===== config.mk =====
export PLATFORM = sky130hd
export DESIGN_NAME = nano_mem_resp
export DESIGN_NICKNAME = d
export VERILOG_FILES = /design/src/rtl/nano_mem_resp.sv
export SDC_FILE = /design/constraint.sdc
export NUM_CORES = 2
export LEC_CHECK = 0
export ABC_AREA = 0
export CORE_ASPECT_RATIO = 0.9
export CORE_MARGIN = 10
export CORE_UTILIZATION = 45
export DETAILED_ROUTE_END_ITERATION = 8
export MAX_ROUTING_LAYER = met4
export PLACE_DENSITY = 0.72
export SETUP_SLACK_MARGIN = 0.1
export SLEW_MARGIN = 40
export SYNTH_ARGS = -nofsm -noshare
export SYNTH_HDL_FRONTEND = slang
export SYNTH_SLANG_ARGS = --single-unit
export TNS_END_PERCENT = 20

===== constraint.sdc =====
create_clock -name ck -period 9.7 [get_ports ck]
set_input_delay 1.455 -clock ck [delete_from_list [all_inputs] [get_ports ck]]
set_output_delay 1.455 -clock ck [all_outputs]
set_load 0.05 [all_outputs]

===== src/rtl/nano_mem_resp.sv =====
// nano_mem_resp: memory-side responder for the NanoCPU bus, owning a 2**ADDR_W x DATA_W RAM.
// Latency: CPU reads are combinational (zero cycles); writes and loads commit on the rising edge of ck.
// Backpressure: ld_ready is high only in LOAD, and load words are accepted every cycle there; CPU accesses are never stalled.
//
// Optional feature macro: NANO_MEM_PROT_EN. When defined, CPU writes at or above PROT_BASE are
// blocked and flagged through viol/viol_addr. When undefined, every address is writable and
// viol/viol_addr are tied to 0.
//
// Ports:
//   ck, rst                 clock (rising edge) and asynchronous active-low reset
//   address/dataW/ce/we     CPU access; a write needs ce=1 and we=1
//   dataR                   CPU read data, mem[address] in RUN and 0 in LOAD
//   ld_valid/ld_ready       host load handshake, with ld_addr/ld_data as the word to load
//   ld_done                 host pulse that ends loading and moves the FSM to RUN
//   cpu_hold                high in LOAD; the top level holds the CPU in reset with it
//   wr_count                accepted CPU writes, saturating at all-ones
//   viol/viol_addr          sticky protected-write flag and the address of the first violation
module nano_mem_resp #(
  parameter int ADDR_W = 8,
  parameter int DATA_W = 16,
  parameter logic [ADDR_W-1:0] PROT_BASE = 8'hF0
) (
  input  logic              ck,
  input  logic              rst,
  input  logic [ADDR_W-1:0] address,
  input  logic [DATA_W-1:0] dataW,
  input  logic              ce,
  input  logic              we,
  output logic [DATA_W-1:0] dataR,
  input  logic              ld_valid,
  output logic              ld_ready,
  input  logic [ADDR_W-1:0] ld_addr,
  input  logic [DATA_W-1:0] ld_data,
  input  logic              ld_done,
  output logic              cpu_hold,
  output logic [15:0]       wr_count,
  output logic              viol,
  output logic [ADDR_W-1:0] viol_addr
);

  typedef enum logic {LOAD = 1'b0, RUN = 1'b1} state_t;

  state_t state, state_nx;

  // The RAM is deliberately outside the reset domain so that a loaded image survives reset.
  logic [DATA_W-1:0] mem [0:(2**ADDR_W)-1];

  logic              load_wr;   // host word to commit this cycle
  logic              cpu_wr;    // CPU write attempt in RUN
  logic              cpu_ok;    // CPU write that is allowed to land
  logic              prot_hit;  // address falls in the protected top region
  logic [ADDR_W-1:0] wr_addr;
  logic [DATA_W-1:0] wr_data;

  always_ff @(posedge ck or negedge rst) begin
    if (!rst) state <= LOAD;
    else      state <= state_nx;
  end

  always_comb begin
    state_nx = state;
    ld_ready = 1'b0;
    cpu_hold = 1'b0;
    load_wr  = 1'b0;
    cpu_wr   = 1'b0;
    if (state == LOAD) begin
      ld_ready = 1'b1;
      cpu_hold = 1'b1;
      load_wr  = ld_valid;
      // A word arriving together with ld_done still lands on the same edge.
      if (ld_done) state_nx = RUN;
    end else begin
      cpu_wr = ce & we;
    end
  end

  assign prot_hit = (address >= PROT_BASE);

`ifdef NANO_MEM_PROT_EN
  logic viol_hit;
  assign cpu_ok   = cpu_wr & ~prot_hit;
  assign viol_hit = cpu_wr & prot_hit;

  always_ff @(posedge ck or negedge rst) begin
    if (!rst) begin
      viol      <= 1'b0;
      viol_addr <= '0;
    end else if (viol_hit) begin
      viol <= 1'b1;
      // Only the first offender is recorded; later hits leave the address alone.
      if (!viol) viol_addr <= address;
    end
  end
`else
  logic unused_prot_hit;
  assign unused_prot_hit = prot_hit;
  assign cpu_ok          = cpu_wr;
  assign viol            = 1'b0;
  assign viol_addr       = '0;
`endif

  // Load and CPU writes are mutually exclusive by state, so one shared write port suffices.
  assign wr_addr = load_wr ? ld_addr : address;
  assign wr_data = load_wr ? ld_data : dataW;

  // Gating with rst drops any write presented on an edge while reset is held.
  always_ff @(posedge ck) begin
    if (rst && (load_wr || cpu_ok)) mem[wr_addr] <= wr_data;
  end

  always_ff @(posedge ck or negedge rst) begin
    if (!rst)                          wr_count <= '0;
    else if (cpu_ok && wr_count != '1) wr_count <= wr_count + 16'd1;
  end

  // Read-during-write returns the old word because the array only updates on the edge.
  assign dataR = (state == RUN) ? mem[address] : '0;

endmodule


**Word-level counts from Yosys, hierarchy flattened**

Memory sizes are Yosys's and may differ from the RTL's.
Index checks and enable logic that the tools add are counted.

- Flip-flop bits (word level): 17
- Memory bits (writable): 4,096
- Word-level logic and storage cells: 19
- Memories kept: 1

- Add/sub/neg operators: 1
- Eq/ne operators: 1
- Multiplexer cells: 10
- Bitwise logic cells: 1
- Reductions and logical operators: 3

Memory list:

| name | depth | bits a word | rd ports | clocked after memory_dff | write ports | line | text |
|---|---|---|---|---|---|---|---|
| mem | 256 | 16 | 1 | 0 | 1 | 46 | `logic [DATA_W-1:0] mem [0:(2**ADDR_W)-1];` |

Operators by type and width:

| kind | count |
|---|---|
| $mux 16 | 2 |
| $add 16x1->16 const B | 1 |
| $ne 16x16->1 const B | 1 |
| $mux 8 | 1 |
| $mux 1 | 7 |
| $logic_and 1x1->1 | 2 |
| $and 1x1->1 | 1 |
| $logic_or 1x1->1 | 1 |

**Longest topological paths before layout**

- Depth after elaboration: 6
- Gate-level depth with buffers: 13
- Depth with buffers taken out: 6

**Worst setup path before layout**

Ideal clock, no wire load.

- Kind: input-to-reg
- Start point: input port ld_valid
- End point: memory mem[0][10] (data pin)
- Setup time: 0.823 ns
- Data arrival time: 5.477 ns
- Data required time: 8.877 ns
- Path slack: 3.401 ns
- Stages on the path: 6
- Cells stage by stage: nor2b_1 -> buf_2 -> clkbuf_1 -> clkbuf_1 -> nand2_1 -> nand2_1

- Word-level cells in the longest chain between the ends: 2

RTL lines:

| element | line | text |
|---|---|---|
| start: declaration | 30 | `input logic ld_valid,` |
| $mux 1 | 66 | `if (state == LOAD) begin` |
| $mux 16 | 104 | `assign wr_data = load_wr ? ld_data : dataW;` |
| named net wr_data[10] | 53 | `logic [DATA_W-1:0] wr_data;` |
| end: declaration | 46 |  |

The timed path passes the listed nets, and every way through them passes these cells.

**Final worst setup path**

- Start point: input port address[0]
- End point: output port dataR[9]

- Word-level cells in the longest chain between the ends: 2

RTL lines:

| element | line | text |
|---|---|---|
| start: declaration | 25 | `input logic [ADDR_W-1:0] address,` |
| $mem_v2 256x16 | -- |  |
| $mux 16 | 117 | `assign dataR = (state == RUN) ? mem[address] : '0;` |
| end: declaration | 29 | `output logic [DATA_W-1:0] dataR,` |

Every way passes these cells.

==> results.toml <==
[run_status]
outcome = "finished, final reports clean"

[synthesis]
async_reset_ff_share_pct = 0.413
synth_warnings = 0
ys_seq_elements = 4113
yosys_most_used_dff = "edfxtp_1"
synth-edff-count = 4096
syn_area_sq_mm = 0.160
ys_types = 84
synth.top_cell.area_share_pct = 76.8
synthTopCellsByArea = "edfxtp_1 77%, mux4_2 11%, mux2i_1 2.8%"
avgSynthCellArea_sq_um = 21.4
ys_seq_area_share_pct = 77.0
synth_area_leader_cell = "edfxtp_1"
synthCells = 7481

[grt]
grt_use_total_pct = 22.4
grt_pass1_vias = 80400
grt_max_degree = 189
antenna_found_initial = 15
grt_overflow = 0
grt_pass1_wl_microns = 604000

[worst_setup_path]
worstSetupPathType = "in -> out"
rr_worst_depth = 7
crit_path_end_kind = "output pin"
path_max_fanout = 54
crit_required_ns = 8.25
startpoint_type = "input port"
r2r_slack_ns = 5.32
crit_arrival_ns = 6.74

[detailed_routing]
vias = 81800
viasPerCell = 6.31
wirelength_microns = 425000
drtIter0Drc = 13300
wl_per_cell_microns = 32.8
antenna_left = 0
drt-pass1-iter-count = 7
drc = 0

[floorplanning]
io_pins = 97
start_util_pct = 45.3
rows = 207
die_w_microns = 649
core_sq_mm = 0.354
dieArea_sq_mm = 0.380
die_y_microns = 586

[sta]
grt_setup_unrepaired = "false"
timing.final.crit_share_pct = 84.5
fin_tns_setup_ns = 0
final_max_slew_viol_count = 0
fin_crit_ns = 8.20
max_freq_mhz = 122
worst_slack_ns = 1.50
max_slew_margin_pct = 36.0
final_hold_viol_count = 0
finalSetupViolations = 0
fin_skew_ns = 0.0448
tightest_slew_ns = 0.961

[cells_and_area]
fillers = 27000
final_nets = 7998
drive_above_1_share_pct = 23.9
final_cell_mix = "4,096 x edfxtp_1, 764 x mux4_2, 447 x mux2i_1"
area_delta_synth_final_pct = 13.0
final_common_cell = "edfxtp_1"

[pwr]
peakVddDrop_mv = 0.191
leakage_uw = 0.0569
power.density_mw_per_mm2 = 203

[min_path]
holdPathStages = 1
min_path_type = "reg -> reg"

[clock_network]
clk_latency_ns = 0.94
cts_setup_buffers = 0
root_buffer = "clkbuf_16"
clockBufferDepth = 4
cts.repair.resized = 0
cts_tree = "yes"
clk_pin_slew_ns = 0.06
htreeDepth = 5
cts.sinks = 4113
cts_made_buffers = 377
cts_hold_buffers = 0

[job]
drv_cap = 0

[place]
dp_slack_ns = 1.86
gp_congestion = 0.915
io_buffers = 87
dpl.hpwl_microns = 253000
## power by group
| part | switching [uW] | total (uW) | internal, uW |
|---|---|---|---|
| clock network | 6490 | 15000 | 8560 |
| registers | 17.4 | 19600 | 19600 |
| logic | 1380 | 2030 | 654 |
| total | 7880 | 36700 | 28800 |
## routing by layer
metal | GRT usage [%] | up-vias | share of wire, %
met5 | - | - | 0
met4 | 9.30 | 0 | 4.9
met3 | 5.35 | 911 | 12
met2 | 33.9 | 5555 | 46
met1 | 29.4 | 42800 | 36
li1 | - | 32600 | -
## kinds of logic after synthesis
kind of cell / Yosys count / share of synthesized area, %
DFF: 4113 / 77.0
xor gates and xnor gates: 15 / 0.0820
other: 1 / 0.00234
muxes: 1335 / 15.0
and+or+nand+nor: 759 / 2.19
AOI/OAI and AO/OA: 792 / 3.60
buffers and inverters: 465 / 2.06
adders and majority gates: 1 / 0.00781
## worst max-delay path, cell delays in order
cell and delay [ns]:
buf_16 0.34, buf_16 0.37, buf_4 0.69, nand3_1 0.13
buf_4 0.28, o22ai_1 0.25, nor4b_2 0.15, a21oi_1 0.70
nand4_1 0.67, nand4_1 0.56, clkdlybuf4s50_1 0.89
## path summary, 6_finish.rpt
kind | to | startpoint
worst min register to register | wr_count[11] | wr_count[11]
min in group asynchronous | state | rst
worst max-delay path | dataR[9] | address[0]
max in group asynchronous | wr_count[3] | rst
worst min-delay path | wr_count[11] | wr_count[11]
worst max register to register | mem[244][14] | state
## state kept, by name, summed over array words and instances (netlist names)
| register | count |
|---|---|
| state | 1 |
| mem | 4096 |
| wr_count | 16 |
## cells in the mapped netlist (24+ instances only)
library cell  instances
a211oi_1             29
a21oi_1             114
a221oi_1             44
a22o_1               36
a22oi_1              44
buf_2               109
buf_4                67
buf_6                63
buf_8                24
clkbuf_1            147
edfxtp_1           4096
mux2_2               59
mux2i_1             448
mux4_1               64
mux4_2              764
nand2_1             188
nand3_1              61
nand4_1              39
nor2_1              278
nor3_1               76
o21ai_0              78
o221ai_1            157
o22ai_1             155
o31ai_1              30
## through the flow
| step | utilization, % | hold slack, ns | cells | instance area, sq um | total power, uW |
|---|---|---|---|---|---|
| after floorplan | - | 0.547 | 7489 | 160000 | 21200 |
| after global placement | 47.4 | 0.473 | 12200 | 168000 | 21900 |
| after detailed placement | 47.5 | 0.475 | 12300 | 168000 | 21900 |
| after CTS | 51.0 | 0.482 | 12900 | 181000 | 36700 |
| after global routing | 51.1 | 0.507 | 13000 | 181000 | 37500 |
| final | 51.1 | 0.485 | 13000 | 181000 | 36700 |
## final cells by class
| class | instances | area (sq um) | share of cell area, % |
|---|---|---|---|
| Sequential cell | 4113 | 123000 | 68.2 |
| Multi-Input combinational cell | 2911 | 34300 | 18.9 |
| Clock buffer | 444 | 9770 | 5.40 |
| Tap cell | 4702 | 5880 | 3.25 |
| Timing Repair Buffer | 532 | 4990 | 2.76 |
| Clock inverter | 237 | 2570 | 1.42 |
| Inverter | 8 | 37.5 | 0.0207 |
| Antenna cell | 10 | 25.0 | 0.0138 |
Power figures use the tool's default switching activity.
